`config.mk`:
```
export PLATFORM = sky130hd
export DESIGN_NAME = atanh_dispatch_flat
export DESIGN_NICKNAME = d
export VERILOG_FILES = /design/src/rtl/atanh_dispatch_if.sv /design/src/rtl/atanh_dispatch.sv /design/src/flat_wrapper.sv
export SDC_FILE = /design/constraint.sdc
export NUM_CORES = 1
export LEC_CHECK = 0
export ABC_CLOCK_PERIOD_IN_PS = 4100
export BUFFER_PORTS_ARGS = -buffer_cell sky130_fd_sc_hd__buf_2
export CAP_MARGIN = 10
export CELL_PAD_IN_SITES_DETAIL_PLACEMENT = 1
export CELL_PAD_IN_SITES_GLOBAL_PLACEMENT = 1
export CORE_ASPECT_RATIO = 1.75
export CORE_MARGIN = 2
export CORE_UTILIZATION = 49
export CTS_CLUSTER_DIAMETER = 40
export DETAILED_ROUTE_END_ITERATION = 12
export PLACE_DENSITY = 0.92
export SYNTH_ARGS = -nofsm -noshare
export SYNTH_HDL_FRONTEND = slang
export SYNTH_SLANG_ARGS = --single-unit
```
`constraint.sdc`:
```
create_clock -name clk -period 4.1 [get_ports clk]
set_input_delay 0.41 -clock clk [delete_from_list [all_inputs] [get_ports clk]]
set_output_delay 0.41 -clock clk [all_outputs]
set_load 0.02 [all_outputs]
```
`src/rtl/atanh_dispatch_if.sv`:
```
// atanh_dispatch_if: input stream, core handshake and output stream bundle for atanh_dispatch
interface atanh_dispatch_if #(parameter int DW = 9);
  logic          in_valid;
  logic          in_ready;
  logic [DW-1:0] in_data;
  logic          cordic_trig;
  logic [DW-1:0] cordic_tanha;
  logic          cordic_vld;
  logic [DW-1:0] cordic_a;
  logic          out_valid;
  logic          out_ready;
  logic [DW-1:0] out_data;
  logic          out_sat;
  logic          out_err;
  modport master (
    output in_valid, in_data, cordic_vld, cordic_a, out_ready,
    input  in_ready, cordic_trig, cordic_tanha, out_valid, out_data, out_sat, out_err
  );
  modport slave (
    input  in_valid, in_data, cordic_vld, cordic_a, out_ready,
    output in_ready, cordic_trig, cordic_tanha, out_valid, out_data, out_sat, out_err
  );
endinterface

```
`src/rtl/atanh_dispatch.sv`:
```
// atanh_dispatch: FIFO-buffered, clamping, one-in-flight front-end for the atanh CORDIC core
module atanh_dispatch #(
  parameter int DW      = 9,
  parameter int DEPTH   = 4,
  parameter int SAT_LIM = 255,
  parameter int TIMEOUT = 64
) (
  input logic             clk,
  input logic             rst,
  atanh_dispatch_if.slave io_bus
);
  localparam int AW = $clog2(DEPTH);
  localparam int CW = $clog2(TIMEOUT);
  localparam logic signed [DW-1:0] LIM_P = DW'(SAT_LIM);
  localparam logic signed [DW-1:0] LIM_N = DW'(-SAT_LIM);
  typedef enum logic [1:0] {IDLE, TRIG, WAIT, OUT} state_t;
  state_t        r_state, w_next;
  logic [DW:0]   r_mem [DEPTH];
  logic [AW:0]   r_wp, r_rp;
  logic [DW-1:0] r_tanha, r_data;
  logic          r_sat, r_err;
  logic [CW-1:0] r_cnt;
  logic          w_full, w_empty, w_push, w_pop, w_hi, w_lo, w_tmo, w_done;
  logic [DW-1:0] w_clamp;
  assign w_full  = (r_wp ^ r_rp) == {1'b1, {AW{1'b0}}};
  assign w_empty = r_wp == r_rp;
  assign w_push  = io_bus.in_valid && io_bus.in_ready;
  assign w_hi    = $signed(io_bus.in_data) > LIM_P;
  assign w_lo    = $signed(io_bus.in_data) < LIM_N;
  assign w_clamp = w_hi ? LIM_P : w_lo ? LIM_N : io_bus.in_data;
  // timeout fires as the counter would step onto TIMEOUT-1, landing the error exactly TIMEOUT cycles after trig
  assign w_tmo   = (r_cnt + CW'(1)) == CW'(TIMEOUT - 1);
  assign w_done  = r_state == WAIT && (io_bus.cordic_vld || w_tmo);
  assign io_bus.in_ready     = !rst && !w_full;
  assign io_bus.cordic_trig  = r_state == TRIG;
  assign io_bus.cordic_tanha = r_tanha;
  assign io_bus.out_valid    = r_state == OUT;
  assign io_bus.out_data     = r_data;
  assign io_bus.out_sat      = r_sat;
  assign io_bus.out_err      = r_err;
  always_comb begin
    w_next = r_state;
    w_pop  = 1'b0;
    case (r_state)
      IDLE: begin
        w_pop  = !w_empty;
        w_next = w_empty ? IDLE : TRIG;
      end
      TRIG:    w_next = WAIT;
      WAIT:    w_next = w_done ? OUT : WAIT;
      default: w_next = io_bus.out_ready ? IDLE : OUT;
    endcase
  end
  always_ff @(posedge clk) begin
    if (rst) r_state <= IDLE;
    else     r_state <= w_next;
  end
  always_ff @(posedge clk) begin
    if (w_push) r_mem[r_wp[AW-1:0]] <= {w_hi || w_lo, w_clamp};
  end
  always_ff @(posedge clk) begin
    if (rst) begin
      r_wp    <= '0;
      r_rp    <= '0;
      r_tanha <= '0;
      r_sat   <= 1'b0;
      r_data  <= '0;
      r_err   <= 1'b0;
      r_cnt   <= '0;
    end else begin
      if (w_push) r_wp <= r_wp + (AW+1)'(1);
      if (w_pop) begin
        r_rp             <= r_rp + (AW+1)'(1);
        {r_sat, r_tanha} <= r_mem[r_rp[AW-1:0]];
      end
      r_cnt <= r_state == WAIT ? r_cnt + CW'(1) : '0;
      if (w_done) begin
        r_data <= io_bus.cordic_vld ? io_bus.cordic_a : '0;
        r_err  <= !io_bus.cordic_vld;
      end
    end
  end
endmodule

```
`src/flat_wrapper.sv`:
```
// flat-port wrapper written by rule: the top's interface ports become plain ports
module atanh_dispatch_flat 
#(
  parameter int DW      = 9,
  parameter int DEPTH   = 4,
  parameter int SAT_LIM = 255,
  parameter int TIMEOUT = 64
)
  (clk, rst, io_bus_in_valid, io_bus_in_data, io_bus_cordic_vld, io_bus_cordic_a, io_bus_out_ready, io_bus_in_ready, io_bus_cordic_trig, io_bus_cordic_tanha, io_bus_out_valid, io_bus_out_data, io_bus_out_sat, io_bus_out_err);
  atanh_dispatch_if #(.DW(DW)) io_bus_i ();
  input logic clk;
  input logic rst;
  input wire logic [$bits(io_bus_i.in_valid)-1:0] io_bus_in_valid;
  input wire logic [$bits(io_bus_i.in_data)-1:0] io_bus_in_data;
  input wire logic [$bits(io_bus_i.cordic_vld)-1:0] io_bus_cordic_vld;
  input wire logic [$bits(io_bus_i.cordic_a)-1:0] io_bus_cordic_a;
  input wire logic [$bits(io_bus_i.out_ready)-1:0] io_bus_out_ready;
  output wire logic [$bits(io_bus_i.in_ready)-1:0] io_bus_in_ready;
  output wire logic [$bits(io_bus_i.cordic_trig)-1:0] io_bus_cordic_trig;
  output wire logic [$bits(io_bus_i.cordic_tanha)-1:0] io_bus_cordic_tanha;
  output wire logic [$bits(io_bus_i.out_valid)-1:0] io_bus_out_valid;
  output wire logic [$bits(io_bus_i.out_data)-1:0] io_bus_out_data;
  output wire logic [$bits(io_bus_i.out_sat)-1:0] io_bus_out_sat;
  output wire logic [$bits(io_bus_i.out_err)-1:0] io_bus_out_err;
  assign io_bus_i.in_valid = io_bus_in_valid;
  assign io_bus_i.in_data = io_bus_in_data;
  assign io_bus_i.cordic_vld = io_bus_cordic_vld;
  assign io_bus_i.cordic_a = io_bus_cordic_a;
  assign io_bus_i.out_ready = io_bus_out_ready;
  assign io_bus_in_ready = io_bus_i.in_ready;
  assign io_bus_cordic_trig = io_bus_i.cordic_trig;
  assign io_bus_cordic_tanha = io_bus_i.cordic_tanha;
  assign io_bus_out_valid = io_bus_i.out_valid;
  assign io_bus_out_data = io_bus_i.out_data;
  assign io_bus_out_sat = io_bus_i.out_sat;
  assign io_bus_out_err = io_bus_i.out_err;
  atanh_dispatch #(.DW(DW), .DEPTH(DEPTH), .SAT_LIM(SAT_LIM), .TIMEOUT(TIMEOUT)) u_core (.clk(clk), .rst(rst), .io_bus(io_bus_i));
endmodule
```
# Yosys cells after proc, flatten, opt, wreduce, memory -nomap -nowiden
# Memories as Yosys holds them, arrays and structs flattened. A register that Yosys moved wholly into a read port is not among the register bits.
# Index checks and enable logic that the tools add are counted.
totals:
  reg_bits: 24
  ramBits: 40
  mem_count: 1
memory_table:
  columns: ["name", "depth", "width", "read_ports", "rd_clocked_by_memory_dff", "write_ports", "line", "text"]
  rows:
  - ["u_core.r_mem", 4, 10, 1, 1, 1, "atanh_dispatch.sv:18", "logic [DW:0] r_mem [DEPTH];"]
classes:
  addsub: 3
  magnitude_cmp: 2
  n_eq_ne: 6
  mux: 10
  bitwise_logic: 2
  reduce_logical: 11
ops:
  columns: ["cell", "count"]
  rows:
  - ["9-bit 2-to-1 mux", 3]
  - ["9-bit greater-than comparator (second input constant)", 1]
  - ["9-bit < comparator (second input constant)", 1]
  - ["3-bit by 1-bit adder with 3-bit output (second input constant)", 2]
  - ["6-bit by 1-bit adder with 6-bit output (second input constant)", 1]
  - ["6-bit == test (second input constant)", 1]
  - ["2-bit one-hot mux with 3 select lines", 1]
  - ["1-bit 2-to-1 mux", 5]
  - ["2-bit == test (second input constant)", 2]
  - ["1-bit zero test", 4]
  - ["3-bit == test", 1]
  - ["3-bit == test (second input constant)", 1]
  - ["1-bit logical AND", 3]
  - ["3-bit bitwise XOR", 1]
  - ["2-bit by 1-bit == test with 1-bit output (second input constant)", 1]
  - ["2-bit zero test", 1]
  - ["1-bit logical OR", 2]
  - ["2-bit 2-to-1 mux", 1]
  - ["2-bit OR reduction", 1]
  - ["1-bit NOT", 1]

# Depth between registers and ports, before layout
# Gate-level depths: netlist of the first run.
logic_depth:
  word_depth: 7
  mapped_depth: 6
  depth_no_buf: 6

# Worst setup path after synthesis of the first run
# No wires, ideal clock.
synth_path:
  kind: "input -> register"
  startpoint: "in rst"
  endpoint: "mem u_core.r_mem[3][0] (netlist name), enable pin"
  setup_ns: 0.390
  arrival_time_ns: 1.579
  required_time_ns: 3.710
  path_slack_ns: 2.131
  path_stages: 3
  n_path_buf: 2
  path_cell_list: "clkbuf_1 > buf_1 > nor3_1"
synth_via:
  elab_chain_len: 5
synth_rtl:
  columns: ["item", "line", "text"]
  rows:
  - ["start: declaration", "flat_wrapper.sv:12", "input logic rst;"]
  - ["1-bit zero test", "atanh_dispatch.sv:34", "assign io_bus.in_ready = !rst && !w_full;"]
  - ["1-bit logical AND", "atanh_dispatch.sv:34", null]
  - ["1-bit logical AND", "atanh_dispatch.sv:27", "assign w_push = io_bus.in_valid && io_bus.in_ready;"]
  - ["1-bit 2-to-1 mux", "atanh_dispatch.sv:59", "if (w_push) r_mem[r_wp[AW-1:0]] <= {w_hi || w_lo, w_clamp};"]
  - ["1-bit 2-to-1 mux (implied by the code)", "atanh_dispatch.sv:59", null]
  - ["end: declaration", "atanh_dispatch.sv:18", null]
# No other way between the ends.

# Final worst setup path of the first run
layout_path:
  startpoint: "reg u_core.r_rp[1]"
  endpoint: "reg u_core.r_rp[1]"
layout_via:
  elab_chain_len: 3
  elab_cells_between_ends: 4
  cone_classes: "add/sub: 1; eq/ne: 1; mux: 1; reduce/logical: 1"
layout_rtl:
  columns: ["item", "line", "text"]
  rows:
  - ["start: declaration", "atanh_dispatch.sv:19", "logic [AW:0] r_wp, r_rp;"]
  - ["start signal: assignment", "atanh_dispatch.sv:73", "r_rp <= r_rp + (AW+1)'(1);"]
  - ["parallel branches: the longest is 3 deep, another holds 3-bit by 1-bit adder with 3-bit output", null, null]
# Parallel ways; which one is timed is not known.
# A chain may end at the register's enable or synchronous reset.

==> results of run 1 <==
-- per-stage QoR --
stage | power (mW) | hold WS (ns) | cells | setup WS (ns) | instance area (um2)
after floorplan | 1.41 | 0.438 | 208 | 2.13 | 3010
after global placement | 1.52 | 0.456 | 326 | 1.84 | 3300
after detailed placement | 1.55 | 0.462 | 326 | 1.77 | 3300
after CTS | 2.23 | 0.241 | 342 | 1.76 | 3550
after global routing | 2.31 | 0.253 | 342 | 1.63 | 3550
final | 2.20 | 0.262 | 342 | 1.82 | 3550
-- cells in the final DEF, fill, tap and decap left out, types with 2 or more instances in the layout --
master / n
buf_4: 2
edfxtp_1: 40
a22o_1: 9
xor2_1: 4
buf_2: 45
dfxtp_1: 34
o31ai_4: 2
and2_1: 3
nor2b_1: 8
nand2b_1: 3
nor3_1: 2
nand3_1: 4
clkbuf_16: 3
or3_1: 2
xor2_2: 2
o21ai_0: 2
clkbuf_8: 9
xnor2_1: 4
a21oi_1: 4
or4_1: 2
inv_1: 9
ha_1: 12
mux4_2: 10
nor2_1: 24
mux2i_1: 12
-- state kept, by name (all words and copies together) (netlist names) --
register / count
u_core.r_rp: 3
u_core.io_bus.out_err: 1
u_core.io_bus.out_sat: 1
u_core.r_mem: 40
u_core.io_bus.out_data: 9
u_core.io_bus.cordic_tanha: 9
u_core.r_wp: 3
u_core.r_state: 2
u_core.r_cnt: 6
-- report_power, final --
group / internal, mW / switching, mW
registers: 0.872 / 0.0660
logic: 0.254 / 0.332
clock network: 0.396 / 0.279
total: 1.52 / 0.677
-- how the worst max path moves through the flow --
stage	endpoint	slack, ns	cells after the start
floorplan	u_core.r_mem[3][0]	2.13	3
global placement	u_core.io_bus.out_sat	1.84	4
detailed placement	u_core.r_rp[1]	1.77	4
CTS	u_core.r_rp[1]	1.76	4
global route	u_core.io_bus.cordic_tanha[8]	1.63	4
finish	u_core.r_rp[1]	1.82	4
-- cells by family (layout without fill, tap and decap cells) --
| group | count (synthesis) | in the layout | share of synthesized area (%) |
|---|---|---|---|
| flip-flops | 74 | 74 | 62.5 |
| AND/OR/NAND/NOR | 52 | 52 | 8.56 |
| AO/OA/AOI/OAI | 22 | 22 | 6.48 |
| multiplexers | 22 | 22 | 11.5 |
| buffers and inverters | 16 | 72 | 2.62 |
| adder cells (fa/ha/maj) | 12 | 12 | 4.99 |
| XOR/XNOR | 10 | 10 | 3.41 |
-- cell type report --
class | count | area share, %
inverters | 9 | 0.950
flip-flops and latches | 74 | 52.9
repair buffers | 47 | 6.76
clock inverters | 3 | 1.34
well taps | 78 | 2.75
clock buffers | 13 | 5.70
multi-input cells | 118 | 29.6
-- per-layer routing --
metal,GRT usage [%],vias to the layer above,wire length [um]
li1,-,860,-
met1,20.2,888,2210
met2,36.2,54,3320
met3,6.90,8,328
met4,10.1,0,84
met5,0,-,0
==> out/metrics.cfg, run 1 <==
[outcome]
status = finished clean

[sta]
finalMaxSlewViolations = 0
fin_skew_ns = 0.00818
fmax_mhz = 438
tns_ns = 0
timing_hold_violations_final = 0
fin_crit_sh_pct = 55.7
finalSetupViolCount = 0
rsz0062_at_grt = no
fin_crit_ns = 2.28
max_slew.worst_pin.slew_ns = 0.910
relSlewSlack_pct = 39.3

[clocking]
ctsRootBufferMaster = clkbuf_8
postCtsResizedCells = 0
clk_path_buf_depth = 2
post_cts.repair.setup_buffers = 0
clk_latency_ns = 0.36
cts_hold_buf = 0
clock_sinks = 74
cts_tree = built
cts_buffers = 9
htreeDepth = 3
cts.clk_slew.worst_paths_ns = 0.08

[layout]
fill_cells = 610
seq_area_um2 = 1880
multi_input_area_um2 = 1050
final_nets = 294
diodes = 0
drive_gt1_share_pct = 29.5
area_delta_synth_final_pct = 18.0
final_util_pct = 60.0

[detailed_routing]
final_antenna_net_count = 0
drc_errors = 0
wl_per_cell_um = 17.4
drt_first_iter_violations = 74
wl_um = 5950
vias = 1810
drt_first_pass_iters = 4
avgViaCountPerCell = 5.29

[die]
die_y_um = 108
initial_core_util_pct = 50.8
num_rows = 37
ioPinCount = 46
fp.coreArea_um2 = 5930
dieArea_um2 = 6810
die_w_um = 63.3

[job]
drv_cap = 0

[worst_setup_path]
max_stage_delay_ns = 0.82
required_ns = 4.33
crit_buf_inv = 0
worstRegToRegCells = 4
crit_path_end_kind = register
critical_path.max_fanout = 15
cp-startpoint = u_core.r_rp[1]
worst_ep_arrival_time_ns = 2.51
slowest_stage = o31ai_4
cp-start-kind = register
crit_family = compound AO/OA/AOI/OAI gates
r2r-start = u_core.r_rp[1]
r2r-end = u_core.r_rp[1]
path_class = register to register
rrSetupSlack_ns = 1.82
crit_chain = xor2_2, o31ai_4, mux2i_1, nor2_1

[grt]
grt_pass1_wl_um = 9900
grt_usage_pct = 20.1
antenna_found_initial = 0
grt_max_degree = 28
grt_pass1_vias = 1989
grt_overflow = 0

[synthesis]
ys_top_cells_by_area = edfxtp_1 (40%), dfxtp_1 (23%), mux4_2 (7.5%), ha_1 (5.0%), mux2i_1 (4.0%)
synthArstFlopShare_pct = 0
ys_seq_area_share_pct = 62.5
ys_seq_elements = 74
synth_common_cells = edfxtp_1 (40), dfxtp_1 (34), nor2_1 (24), ha_1 (12), mux2i_1 (12)
yosysMostFrequentCell = edfxtp_1
synth_edf_count = 40
syn_inst = 208
ys_types = 34
yosys.area.top_type_share_pct = 39.9
yosysWarnings = 0
yosysTopAreaCell = edfxtp_1
syn-num-nets = 243
netlist_area_um2 = 3010
synthesis.area_per_instance_um2 = 14.5
ys.flop_type = edfxtp_1

[hold_path]
min_path_type = input pin to register
whs_path_depth = 2
hp-start = io_bus_cordic_a[6]
whs_endpoint = u_core.io_bus.out_data[6]

[place]
hpwl_um = 4340
gp_congestion = 0.682
numPortBuffers = 45

[power_and_ir_drop]
peakVddDrop_mv = 0.314
p_per_area_nw_per_um2 = 618
p_leak_nw = 1.43

No activity file was read; power rests on OpenSTA's default activity.
==> run 2, diff against run 1 <==
--- a/config.mk
+++ b/config.mk
@@ -5,17 +5,17 @@
 export SDC_FILE = /design/constraint.sdc
 export NUM_CORES = 1
 export LEC_CHECK = 0
-export ABC_CLOCK_PERIOD_IN_PS = 4100
+export ABC_CLOCK_PERIOD_IN_PS = 1950
 export BUFFER_PORTS_ARGS = -buffer_cell sky130_fd_sc_hd__buf_2
 export CAP_MARGIN = 10
 export CELL_PAD_IN_SITES_DETAIL_PLACEMENT = 1
 export CELL_PAD_IN_SITES_GLOBAL_PLACEMENT = 1
 export CORE_ASPECT_RATIO = 1.75
 export CORE_MARGIN = 2
-export CORE_UTILIZATION = 49
+export CORE_UTILIZATION = 41
 export CTS_CLUSTER_DIAMETER = 40
 export DETAILED_ROUTE_END_ITERATION = 12
-export PLACE_DENSITY = 0.92
+export PLACE_DENSITY = 0.83
 export SYNTH_ARGS = -nofsm -noshare
 export SYNTH_HDL_FRONTEND = slang
 export SYNTH_SLANG_ARGS = --single-unit
==> constraint.sdc (replaced) <==
create_clock -name clk -period 1.95 [get_ports clk]
set_input_delay 0.195 -clock clk [delete_from_list [all_inputs] [get_ports clk]]
set_output_delay 0.195 -clock clk [all_outputs]
set_load 0.02 [all_outputs]
==> run 2 against run 1 <==
Compared with the run above:
- combinational power is 130% higher
- die area is 18% higher
- clock skew hardly changed
- sequential share of layout area is 2.4 points lower
- highest routed layer unchanged
==> out/metrics.cfg, run 2 (synthesized netlist as in run 1, its figures left out) <==
[detailed_routing]
final_antenna_net_count = 0
wl_per_cell_um = 17.2
drt_first_iter_violations = 68
drc_errors = 0
drt_first_pass_iters = 4
vias = 1854
avgViaCountPerCell = 5.15
wl_um = 6210

[clocking]
htreeDepth = 3
ctsRootBufferMaster = clkbuf_16
clock_sinks = 74
cts.clk_slew.worst_paths_ns = 0.06
post_cts.repair.setup_buffers = 0
cts_tree = built
cts_buffers = 9
clk_path_buf_depth = 2
clk_latency_ns = 0.33

[place]
hpwl_um = 4480
numPortBuffers = 45
placed_area_um2 = 3390
gp_congestion = 0.716

[die]
die_y_um = 117
die_w_um = 68.8
num_rows = 41
fp.coreArea_um2 = 7180
initial_core_util_pct = 41.9
ioPinCount = 46
dieArea_um2 = 8070

[worst_setup_path]
rrSetupSlack_ns = 0.23
required_ns = 1.98
cp-startpoint = u_core.r_wp[1]
critical_path.max_fanout = 10
cp-start-kind = register
crit_path_end_kind = register
r2r-start = u_core.r_wp[1]
worst_ep_arrival_time_ns = 1.75
path_class = register to register

[job]
drv_cap = 0

[layout]
final_util_pct = 51.9
final_common_cell = buf_2
final_nets = 304
largest_reg_flops = 40
area_delta_synth_final_pct = 23.7
final_cell_mix = buf_2 (45), edfxtp_1 (40), dfxtp_1 (34), nor2_1 (24)
drive_gt1_share_pct = 32.5
diodes = 0
design_area_um2 = 3730

[sta]
tns_ns = 0
finalMaxSlewViolations = 0
relSlewSlack_pct = 62.8
fmax_mhz = 580
timing_hold_violations_final = 0
fin_crit_sh_pct = 88.4
finalSetupViolCount = 0
rsz0062_at_grt = no
fin_skew_ns = 0.00817
fin_crit_ns = 1.72
max_slew.worst_pin.slew_ns = 0.559

[grt]
grt_overflow = 0
antenna_found_initial = 0
grt_usage_pct = 17.1
grtUsageMet2_pct = 30.1
grt_util_met3_pct = 5.27
grt_util_met1_pct = 17.5
grt_max_degree = 28
grt_pass1_vias = 1988
gr-max-usage-layer = met2
grt_pass1_wl_um = 9870

[outcome]
status = finished clean

[power_and_ir_drop]
p_per_area_nw_per_um2 = 1350
peakVddDrop_mv = 1.15
p_leak_nw = 1.51

[hold_path]
min_path_type = input pin to register
hp-start = io_bus_cordic_a[0]

## run 2: final timing paths
kind	endpoint	cells past startpoint
worst max-delay path	u_core.r_mem[1][9]	5
worst min-delay path	u_core.io_bus.out_data[0]	2
worst min register to register	u_core.io_bus.out_data[0]	1
worst max register to register	u_core.r_mem[1][9]	5
## run 2: final cells by class
type / count / area, um2
well taps: 86 / 108
fillers: 742 / 3460
flip-flops and latches: 74 / 1880
clock inverters: 6 / 91.3
clock buffers: 10 / 229
inverters: 9 / 33.8
repair buffers: 57 / 315
multi-input cells: 118 / 1070
## run 2: through the flow
step	power, mW	setup slack, ns	cells	hold slack [ns]
after CTS	5.09	0.0893	360	0.0648
after floorplan	2.97	0.200	208	0.291
after global routing	5.27	0.121	360	0.0682
final	5.03	0.226	360	0.0700
after detailed placement	3.32	-0.0422	344	0.414
after global placement	3.28	0.0711	344	0.406
## run 2: power by group
| group | leakage [nW] | switching (mW) | internal (mW) | total [mW] |
|---|---|---|---|---|
| Clock | 0.157 | 0.626 | 1.12 | 1.75 |
| Combinational | 0.707 | 0.734 | 0.595 | 1.33 |
| Sequential | 0.643 | 0.115 | 1.84 | 1.95 |
| Total | 1.51 | 1.47 | 3.55 | 5.03 |
## run 2: critical path, stage by stage (launching register included)
cell and delay [ns]:
dfxtp_1 0.47, xor2_2 0.31, o31ai_4 0.11, nor2_1 0.15, and2_1 0.16, buf_4 0.21
## run 2: what timing repair did
| action | CTS | global route |
|---|---|---|
| hold buffers | 0 | 0 |
| gates resized for setup | 0 | 1 |
| endpoints found under the setup margin | 0 | 4 |
## run 2: per-layer routing
metal  up-vias  wire [um]
li1        881          -
met1       926       2320
met2        37       3580
met3        10        194
met4         0        119
met5         -          0
